==> config.mk <==
export PLATFORM = sky130hd
export DESIGN_NAME = reorder_buffer
export DESIGN_NICKNAME = d
export VERILOG_FILES = /design/src/rtl/reorder_buffer_pkg.sv /design/src/rtl/reorder_buffer_rob_ptr.sv /design/src/rtl/reorder_buffer.sv
export SDC_FILE = /design/constraint.sdc
export NUM_CORES = 2
export LEC_CHECK = 0
export BUFFER_PORTS_ARGS = -buffer_cell sky130_fd_sc_hd__buf_2
export CAP_MARGIN = 20
export CORE_ASPECT_RATIO = 0.8
export CORE_MARGIN = 2
export CORE_UTILIZATION = 45
export DETAILED_ROUTE_END_ITERATION = 10
export PLACE_DENSITY = 0.73
export SLEW_MARGIN = 10
export SYNTH_ARGS = -nofsm -noshare
export SYNTH_HDL_FRONTEND = slang
export SYNTH_SLANG_ARGS = --single-unit
==> constraint.sdc <==
create_clock -name clk_i -period 3.8 [get_ports clk_i]
set_input_delay 0 -clock clk_i [delete_from_list [all_inputs] [get_ports clk_i]]
set_output_delay 0 -clock clk_i [all_outputs]
set_load 0.02 [all_outputs]
==> src/rtl/reorder_buffer_pkg.sv <==
// Shared types and sizes for the reorder buffer and its rename-stage partner.
// Entry, writeback and commit-rename bundles live here.
package reorder_buffer_pkg;

    localparam int ROB_ENTRY   = 32;
    localparam int ROB_IDX_W   = $clog2(ROB_ENTRY);
    localparam int ROB_CNT_W   = ROB_IDX_W + 1;
    localparam int WORD_SIZE_P = 16;
    localparam int FLAG_WIDTH  = 4;
    localparam int PREG_W      = 6;

    typedef struct packed {
        logic                   w_v;
        logic [PREG_W-1:0]      alloc_reg;
        logic [PREG_W-1:0]      freed_reg;
        logic                   is_store;
        logic                   is_spec;
        logic [WORD_SIZE_P-1:0] pc;
        logic [WORD_SIZE_P-1:0] predicted_pc;
        logic [FLAG_WIDTH-1:0]  flag_mask;
    } rename_rob_t;

    typedef struct packed {
        logic              w_v;
        logic [PREG_W-1:0] alloc_reg;
        logic [PREG_W-1:0] freed_reg;
    } commit_rename_t;

    typedef struct packed {
        logic [ROB_IDX_W-1:0]   rob_idx;
        logic [WORD_SIZE_P-1:0] resolved_pc;
        logic [FLAG_WIDTH-1:0]  flags;
    } rob_wb_t;

    localparam int RENAME_ROB_ENTRY_WIDTH = $bits(rename_rob_t);
    localparam int COMMIT_RENAME_WIDTH    = $bits(commit_rename_t);

    function automatic logic [FLAG_WIDTH-1:0] merge_flags(
        input logic [FLAG_WIDTH-1:0] cur,
        input logic [FLAG_WIDTH-1:0] nxt,
        input logic [FLAG_WIDTH-1:0] mask
    );
        return (cur & ~mask) | (nxt & mask);
    endfunction

endpackage

==> src/rtl/reorder_buffer_rob_ptr.sv <==
// Wrapping ROB index counter with increment and clear.
// Used for both head and tail pointers.
module rob_ptr #(
    parameter int W = 5
) (
    input  logic         clk_i,
    input  logic         reset_i,
    input  logic         inc_i,
    input  logic         clr_i,
    output logic [W-1:0] ptr_o
);

    logic [W-1:0] ptr_q;
    logic [W-1:0] ptr_d;

    always_comb begin
        ptr_d = ptr_q;
        if (clr_i) begin
            ptr_d = '0;
        end else if (inc_i) begin
            ptr_d = ptr_q + W'(1);
        end
    end

    always_ff @(posedge clk_i) begin
        if (reset_i) begin
            ptr_q <= '0;
        end else begin
            ptr_q <= ptr_d;
        end
    end

    assign ptr_o = ptr_q;

endmodule

==> src/rtl/reorder_buffer.sv <==
// In-order retirement buffer with mispredict flush at commit.
// ROB_COMMIT_TRACE_EN adds commit_pc_o and retired_cnt_o.
module reorder_buffer
    import reorder_buffer_pkg::*;
(
    input  logic                   clk_i,
    input  logic                   reset_i,
    input  rename_rob_t            rename_rob_i,
    input  logic                   rename_rob_v_i,
    output logic                   rob_ready_o,
    output logic [ROB_IDX_W-1:0]   rob_num_o,
    input  logic                   wb_v_i,
    input  logic [ROB_IDX_W-1:0]   wb_rob_idx_i,
    input  logic [WORD_SIZE_P-1:0] wb_resolved_pc_i,
    input  logic [FLAG_WIDTH-1:0]  wb_flags_i,
    output logic                   commit_v_o,
    output commit_rename_t         commit_rename_o,
    output logic                   commit_store_v_o,
    output logic                   mispredict_o,
    output logic [WORD_SIZE_P-1:0] redirect_pc_o,
    output logic [FLAG_WIDTH-1:0]  arch_flags_o
`ifdef ROB_COMMIT_TRACE_EN
    ,
    output logic [WORD_SIZE_P-1:0] commit_pc_o,
    output logic [31:0]            retired_cnt_o
`endif
);

    logic [ROB_ENTRY-1:0]   alloc_q, alloc_d;
    logic [ROB_ENTRY-1:0]   done_q, done_d;
    rename_rob_t            ent_q [ROB_ENTRY];
    rename_rob_t            ent_d [ROB_ENTRY];
    logic [WORD_SIZE_P-1:0] rpc_q [ROB_ENTRY];
    logic [WORD_SIZE_P-1:0] rpc_d [ROB_ENTRY];
    logic [FLAG_WIDTH-1:0]  fl_q  [ROB_ENTRY];
    logic [FLAG_WIDTH-1:0]  fl_d  [ROB_ENTRY];
    logic [ROB_CNT_W-1:0]   count_q, count_d;
    logic                   pending_q, pending_d;
    logic                   mispredict_q, mispredict_d;
    logic [WORD_SIZE_P-1:0] redirect_q, redirect_d;
    logic [FLAG_WIDTH-1:0]  arch_flags_q, arch_flags_d;

    logic [ROB_IDX_W-1:0] head;
    logic [ROB_IDX_W-1:0] tail;
    logic                 do_alloc;
    logic                 do_commit;
    logic                 flush;
    rob_wb_t              wb;

    assign wb = '{rob_idx: wb_rob_idx_i,
                  resolved_pc: wb_resolved_pc_i,
                  flags: wb_flags_i};

    assign rob_ready_o = (count_q != ROB_CNT_W'(ROB_ENTRY)) && !mispredict_q;
    assign do_alloc    = rename_rob_v_i && rob_ready_o;
    assign do_commit   = alloc_q[head] && done_q[head]
                         && !pending_q && !mispredict_q;
    // The pending cycle is the last one before everything is wiped.
    assign flush       = pending_q;

    rob_ptr #(.W(ROB_IDX_W)) u_head (
        .clk_i   (clk_i),
        .reset_i (reset_i),
        .inc_i   (do_commit),
        .clr_i   (flush),
        .ptr_o   (head)
    );

    rob_ptr #(.W(ROB_IDX_W)) u_tail (
        .clk_i   (clk_i),
        .reset_i (reset_i),
        .inc_i   (do_alloc),
        .clr_i   (flush),
        .ptr_o   (tail)
    );

    always_comb begin
        alloc_d      = alloc_q;
        done_d       = done_q;
        ent_d        = ent_q;
        rpc_d        = rpc_q;
        fl_d         = fl_q;
        count_d      = count_q;
        pending_d    = pending_q;
        mispredict_d = pending_q;
        redirect_d   = redirect_q;
        arch_flags_d = arch_flags_q;

        if (wb_v_i && alloc_q[wb.rob_idx]) begin
            done_d[wb.rob_idx] = 1'b1;
            rpc_d[wb.rob_idx]  = wb.resolved_pc;
            fl_d[wb.rob_idx]   = wb.flags;
        end

        if (do_commit) begin
            alloc_d[head] = 1'b0;
            arch_flags_d  = merge_flags(arch_flags_q, fl_q[head],
                                        ent_q[head].flag_mask);
            if (ent_q[head].is_spec
                && rpc_q[head] != ent_q[head].predicted_pc) begin
                pending_d  = 1'b1;
                redirect_d = rpc_q[head];
            end
        end

        if (do_alloc) begin
            ent_d[tail]   = rename_rob_i;
            alloc_d[tail] = 1'b1;
            done_d[tail]  = 1'b0;
        end

        count_d = count_q + ROB_CNT_W'(do_alloc) - ROB_CNT_W'(do_commit);

        if (flush) begin
            alloc_d   = '0;
            done_d    = '0;
            count_d   = '0;
            pending_d = 1'b0;
        end
    end

    always_ff @(posedge clk_i) begin
        if (reset_i) begin
            alloc_q      <= '0;
            done_q       <= '0;
            count_q      <= '0;
            pending_q    <= 1'b0;
            mispredict_q <= 1'b0;
            redirect_q   <= '0;
            arch_flags_q <= '0;
        end else begin
            alloc_q      <= alloc_d;
            done_q       <= done_d;
            count_q      <= count_d;
            pending_q    <= pending_d;
            mispredict_q <= mispredict_d;
            redirect_q   <= redirect_d;
            arch_flags_q <= arch_flags_d;
        end
    end

    // Payload is qualified by alloc/done, so it needs no reset.
    always_ff @(posedge clk_i) begin
        ent_q <= ent_d;
        rpc_q <= rpc_d;
        fl_q  <= fl_d;
    end

    assign rob_num_o        = tail;
    assign commit_v_o       = do_commit;
    assign commit_store_v_o = do_commit && ent_q[head].is_store;
    assign mispredict_o     = mispredict_q;
    assign redirect_pc_o    = redirect_q;
    assign arch_flags_o     = arch_flags_q;

    assign commit_rename_o = '{w_v: ent_q[head].w_v,
                               alloc_reg: ent_q[head].alloc_reg,
                               freed_reg: ent_q[head].freed_reg};

`ifdef ROB_COMMIT_TRACE_EN
    logic [31:0] retired_cnt_q, retired_cnt_d;

    always_comb begin
        retired_cnt_d = retired_cnt_q + 32'(do_commit);
    end

    always_ff @(posedge clk_i) begin
        if (reset_i) begin
            retired_cnt_q <= '0;
        end else begin
            retired_cnt_q <= retired_cnt_d;
        end
    end

    assign commit_pc_o   = ent_q[head].pc;
    assign retired_cnt_o = retired_cnt_q;
`else
    logic unused_pc;
    assign unused_pc = ^ent_q[head].pc;
`endif

endmodule
# == After elaboration in Yosys (flattened, before gate mapping) ==
# Index checks and enable logic that the tools add are counted.
# totals
wordCells,413
inputBits,80
ff_bits,2374
# classes
mux,35
reduce_logical,18
eq_ne,2
n_bitwise,14
order_cmp,11
addsub,4
# ops
operator,count
bitwise mux 1632 bit,1
bitwise mux 512 bit,1
binary-select mux 51 bit (select 5 bit),1
demux 51 bit (select 5 bit),1
two-way mux 51 bit,3
bitwise mux 128 bit,1
two-way mux 32 bit,4
binary-select mux 16 bit (select 5 bit),1
demux 16 bit (select 5 bit),1
bitwise AND 32 bit,2
inverter 32 bit,2
OR 32 bit,2
two-way mux 16 bit,3
binary-select mux 4 bit (select 5 bit),1
demux 4 bit (select 5 bit),1
"greater-or-equal comparator 6 bit, second input constant",3
"less-than comparator 5 x 6 -> 1 bit, second input constant",3
inverter 5 -> 6 bit,3
!= test 16 bit,1
binary-select mux 1 bit (select 5 bit),3
demux 1 bit (select 5 bit),3
"greater-or-equal comparator 5 x 1 -> 1 bit, second input constant",3
logical AND 1 bit,13
"less-than comparator 6 x 1 -> 1 bit, second input constant",2
14 further kinds,25

# == Logic depth before layout (Yosys ltp) ==
# logic_depth
word_depth,9
depth_mapped,23
mapped_depth_nobuf,18

# == By module ==
# A second synthesis with hierarchy kept.
# hier_totals
cells_unflattened,3773
hier_area_um2,71857.7
# by_module_without_submodules
module,seq_area_each_um2,instances,cells_each,area_per_inst_um2
reorder_buffer,54692.5,1,3727,71347.2
rob_ptr,100.1,2,23,255.2

# == Worst setup path before layout ==
# OpenSTA, ideal clock, no wires.
# synth_timing
path_type,reg-to-reg
from,register u_head.ptr_q[0] (netlist: u_head.ptr_o[0])
to,register count_q[4]
stages_incl_launch_ff,22
path_buffers,4
required_time_ps,3672
slack_ps,78
arrival_time_ps,3594
path_cell_list,dfxtp_1 buf_4 buf_6 mux4_2 a22oi_1 o211ai_1 a21oi_1 or4_1 clkbuf_1 buf_2 inv_1 ha_1 inv_1 ha_1 inv_1 fa_1 inv_1 a21oi_1 nor2_1 nor2_1 xor2_1 nor2_1
# synth_between
elab_chain_cells,6
# synth_lines
item,line,source
"start, declared",reorder_buffer_rob_ptr.sv:13,logic [W-1:0] ptr_q;
"start signal, assigned",reorder_buffer_rob_ptr.sv:29,ptr_q <= ptr_d;
binary-select mux 1 bit (select 5 bit),reorder_buffer.sv:56,assign do_commit = alloc_q[head] && done_q[head]
two-way mux 1 bit (implied by the code),reorder_buffer.sv:56,
logical AND 1 bit *,reorder_buffer.sv:56,
logical AND 1 bit * (2 in series),reorder_buffer.sv:57,&& !pending_q && !mispredict_q;
via commit_v_o,reorder_buffer.sv:16,"output logic commit_v_o,"
subtractor 6 x 1 -> 6 bit *,reorder_buffer.sv:112,count_d = count_q + ROB_CNT_W'(do_alloc) - ROB_CNT_W'(do_commit);
"end signal, assigned",reorder_buffer.sv:134,count_q <= count_d;
"end, declared",reorder_buffer.sv:37,"logic [ROB_CNT_W-1:0] count_q, count_d;"
# Mark *: on every way through the listed nets, which the timed path passes. The rest lies on a longest branch. The select of a mux whose other input is x is not followed.
# A chain may end at the register's enable or synchronous reset.

# == Final worst setup path ==
# layout_timing
from,register u_head.ptr_q[0] (netlist: u_head.ptr_o[0])
to,register redirect_q[13] (netlist: redirect_pc_o[13])
# layout_between
elab_chain_cells,7
# layout_lines
item,line,source
inverter 5 -> 6 bit,--,
binary-select mux 16 bit (select 5 bit) or binary-select mux 51 bit (select 5 bit) (tied branches),--,
two-way mux 16 bit (implied by the code) or two-way mux 51 bit (tied branches) (2 in series),--,
!= test 16 bit,reorder_buffer.sv:100,&& rpc_q[head] != ent_q[head].predicted_pc) begin
logical AND 1 bit,reorder_buffer.sv:100,
AND reduction 2 bit (no line),--,
"end signal, assigned",reorder_buffer.sv:137,redirect_q <= redirect_d;
"end, declared",reorder_buffer.sv:40,"logic [WORD_SIZE_P-1:0] redirect_q, redirect_d;"
# Several ways; a longest one is shown, not always the timed one. The select of a mux whose other input is x is not followed.

==> impl_metrics.py <==
metrics = {
    "setup_path": {
        "cp_data_required_time_ns": 4.52,
        "slowest_stage": "or4b_2",
        "path_cells": "buf_4, or4b_2, buf_4, o22ai_1, nor4_2, nand2_1, xnor2_1, nand4_1, nor4_4, a311o_2, buf_12, mux2i_1",
        "path_common_cell": "buf_4",
        "rrSetupSlack_ns": 0.04,
        "path_max_fanout": 17,
        "worstSetupPathType": "reg -> reg",
        "cpPeakStageDelay_ns": 0.65,
        "cp-start-kind": "register",
        "r2r-end": "redirect_pc_o[13]",
        "cp.arrival_ns": 4.48,
        "path_buf_inv": 3,
        "r2r-start": "u_head.ptr_o[0]",
        "crit_family": "simple AND/OR/NAND/NOR gates",
        "critPathCaptureType": "register",
        "r2r_cells": 12,
    },
    "sta": {
        "min_period_ns": 3.76,
        "min_period_over_period_pct": 98.8,
        "setup_viol": 0,
        "slew_violations": 0,
        "hold_violations": 0,
        "maxClockFrequency_ghz": 0.266,
        "layout_setup_ws_ns": 0.0446,
        "rsz0062_at_grt": "yes",
        "fin_skew_ns": 0.0446,
        "tightest_slew_ns": 1.18,
        "relSlewSlack_pct": 21.1,
    },
    "hold_path": {
        "hp-class": "in -> reg",
        "min_to": "fl_q[43]",
        "hp-start": "wb_rob_idx_i[0]",
        "whs_path_depth": 4,
    },
    "synthesis": {
        "synth-edff-count": 1760,
        "yosysWarnings": 0,
        "ys_types": 63,
        "synthFlopType": "edfxtp_1",
        "synth-seq-area-share_pct": 76.4,
        "avgSynthCellArea_um2": 19.2,
        "ys_seq_elements": 1862,
        "syn_nets": 3843,
        "syn_inst": 3746,
        "async_reset_ff_share_pct": 0,
        "synthesis.area_um2": 71800,
    },
    "power_and_ir_drop": {
        "combPwrFrac_pct": 3.0,
        "ir_worst_vdd_mv": 0.475,
        "power_leakage_nw": 25.7,
        "p_sw_share_pct": 20.4,
        "powerDensity_nw_per_um2": 491,
        "p_switching_mw": 8.36,
        "seqPwrFrac_pct": 55.5,
        "pwr-share-clk_pct": 41.5,
        "intPower_mw": 32.5,
    },
    "floorplanning": {
        "initial_core_util_pct": 45.2,
        "core-area_um2": 159000,
        "die_w_um": 451,
        "die_area_um2": 163000,
        "pin_count": 122,
        "fp.dieH_um": 361,
        "rows": 131,
    },
    "detailed_routing": {
        "routedWlPerCell_um": 30.3,
        "drt_wl_total_um": 193000,
        "drt_first_pass_iters": 6,
        "drt_iter0_drc": 5858,
        "via_count": 39300,
        "drc_errors": 0,
        "via_per_inst": 6.16,
        "ant_nets": 0,
    },
    "global_route": {
        "grt_overflow_total": 0,
        "grt_max_degree": 56,
        "grt_pass1_vias": 37700,
        "track_usage_pct": 23.1,
        "antenna_found_initial": 8,
        "grt_pass1_wl_um": 270000,
    },
    "clocking": {
        "cts_root_buf": "clkbuf_16",
        "clockBufferDepth": 3,
        "clock-sinks": 1862,
        "clk_pin_slew_ns": 0.06,
        "cts_tree": "done",
        "h-tree-depth": 4,
        "clock_latency_ns": 0.82,
        "cts_made_buffers": 176,
    },
    "cells_and_area": {
        "multi_input_area_um2": 16000,
        "fillers": 12300,
        "final_nets": 4199,
        "fin_area_um2": 83300,
        "drive_gt1_share_pct": 21.4,
        "seqCellArea_um2": 54900,
        "syn_to_final_growth_pct": 16.0,
    },
    "placement": {
        "place_area_um2": 76500,
        "pre_cts_ws_ns": -0.394,
        "routabilityCongestion": 0.854,
        "dp_hpwl_um": 108000,
        "port_buffers": 105,
    },
    "flow_run": {
        "cap_violations": 0,
    },
    "run_status": {
        "status": "completed",
    },
}
logic make-up (layout without fill, tap and decap cells):
family                     after synthesis  count (layout)  synth area share [%]
AOI/OAI and AO/OA                      458             458                  4.18
buffers and inverters                  274             776                  1.97
and+or+nand+nor                        356             356                  2.64
xor gates and xnor gates                25              25                 0.305
muxes                                  754             754                  14.2
other                                    0               3                     0
adders and majority gates               17              17                 0.307
DFF                                   1862            1862                  76.4
layout make-up:
type / instances / share of cell area [%]
diodes: 3 / 0.00901
multi-input cells: 1610 / 19.2
clock buffers: 238 / 5.79
repair buffers: 399 / 4.79
inverters: 53 / 0.239
flip-flops and latches: 1862 / 65.9
clock inverters: 86 / 0.846
well taps: 2128 / 3.20
power by group through the flow:
stage	combinational (mW)	sequential, mW	clock, mW
after floorplan	0.522	23.1	0
after global placement	1.10	23.1	0
after detailed placement	1.14	23.1	0
after CTS	1.20	22.7	17.1
after global routing	1.31	22.7	17.8
final	1.21	22.7	17.0
placed cells by master, fill, tap and decap left out, drive strengths merged, types with 4 or more instances in the layout:
| master | netlist | routed |
|---|---|---|
| dlygate4sd3 | 0 | 63 |
| a221oi | 7 | 7 |
| and3 | 7 | 7 |
| or3 | 4 | 4 |
| clkinv | 0 | 67 |
| mux2i | 535 | 535 |
| o211a | 16 | 16 |
| a22oi | 65 | 65 |
| mux2 | 11 | 11 |
| o22ai | 260 | 260 |
| o21ai | 38 | 38 |
| nor2 | 77 | 77 |
| edfxtp | 1760 | 1760 |
| clkbuf | 62 | 244 |
| nand2b | 30 | 30 |
| nand2 | 80 | 80 |
| nand4bb | 6 | 6 |
| inv | 53 | 62 |
| a21oi | 48 | 48 |
| nor2b | 4 | 4 |
| xor2 | 5 | 5 |
| nor3 | 19 | 19 |
| mux4 | 208 | 208 |
| or2b | 4 | 4 |
| nand3 | 6 | 6 |
| buf | 159 | 330 |
| or2 | 6 | 6 |
| bufinv | 0 | 9 |
| nand4 | 20 | 20 |
| a22o | 7 | 7 |
| xnor2 | 20 | 20 |
| nor4 | 65 | 65 |
| and2 | 7 | 7 |
| or4b | 4 | 4 |
| dfxtp | 102 | 102 |
| nand4b | 4 | 4 |
| ha | 16 | 16 |
tightest hold or removal path: cells and delay by family:
kind | cells | cell delay [ns]
buffers and inverters | 2 | 0.49
AND/OR/NAND/NOR | 2 | 0.22
state kept, by name, summed over array words and instances, names as in the netlist, named ones only:
name           count
ent_q           1120
rpc_q            512
fl_q             128
alloc_q           32
done_q            32
redirect_pc_o     16
count_q            6
u_head.ptr_o       5
u_tail.ptr_o       5
flush              1
mispredict_o       1
stage by stage:
step | std cells | hold WS [ns] | setup TNS (ns) | util [%] | power (mW)
after global placement | 5953 | 0.443 | -5.89 | 48.0 | 24.2
after CTS | 6346 | 0.0838 | 0 | 52.0 | 41.0
final | 6379 | 0.119 | 0 | 52.4 | 40.9
after global routing | 6378 | 0.130 | -0.0333 | 52.4 | 41.9
after floorplan | 3746 | 0.0989 | 0 | - | 23.6
after detailed placement | 5959 | 0.439 | -5.95 | 48.1 | 24.3
routing by layer:
layer  wire length [um]  up-vias  global-route usage [%]
met5                 16        -                       0
met4               5970        4                    7.62
met3              23900      357                    6.08
met2              87800     2535                    34.9
met1              75600    20400                    32.8
li1                   -    16000                       -
cells in the mapped netlist, drive strengths merged (38+ instances only):
master,n,share of area [%]
clkbuf,62,0.33
dfxtp,102,2.8
mux4,208,6.5
o22ai,260,2.3
buf,159,1.4
nor4,65,0.57
nand2,80,0.42
inv,53,0.28
a22oi,65,0.69
nor2,77,0.40
edfxtp,1760,74
a21oi,48,0.33
o21ai,38,0.26
mux2i,535,7.5
how the worst max path moves through the flow:
| stage | start | to | slack, ns | cells past startpoint |
|---|---|---|---|---|
| 4_1_cts | u_head.ptr_o[0] | redirect_pc_o[13] | 0.007 | 13 |
| 2_1_floorplan | u_head.ptr_o[0] | count_q[4] | 0.08 | 21 |
| 5_1_grt | u_head.ptr_o[0] | redirect_pc_o[3] | -0.02 | 13 |
| 6_report | u_head.ptr_o[0] | redirect_pc_o[13] | 0.04 | 12 |
| 3_3_place_gp | u_head.ptr_o[1] | redirect_pc_o[2] | -0.36 | 12 |
| 3_5_place_dp | u_head.ptr_o[1] | redirect_pc_o[13] | -0.39 | 12 |
timing repair:
action | in CTS | in global routing
pin swaps | 0 | 11
cloned | 0 | 6
hold buffers | 63 | 0
gates resized for setup | 14 | 31
setup endpoints to repair | 30 | 20
hold endpoints to repair | 1861 | 0
buffers inserted | 1 | 20
(Power assumes the default switching activity.)
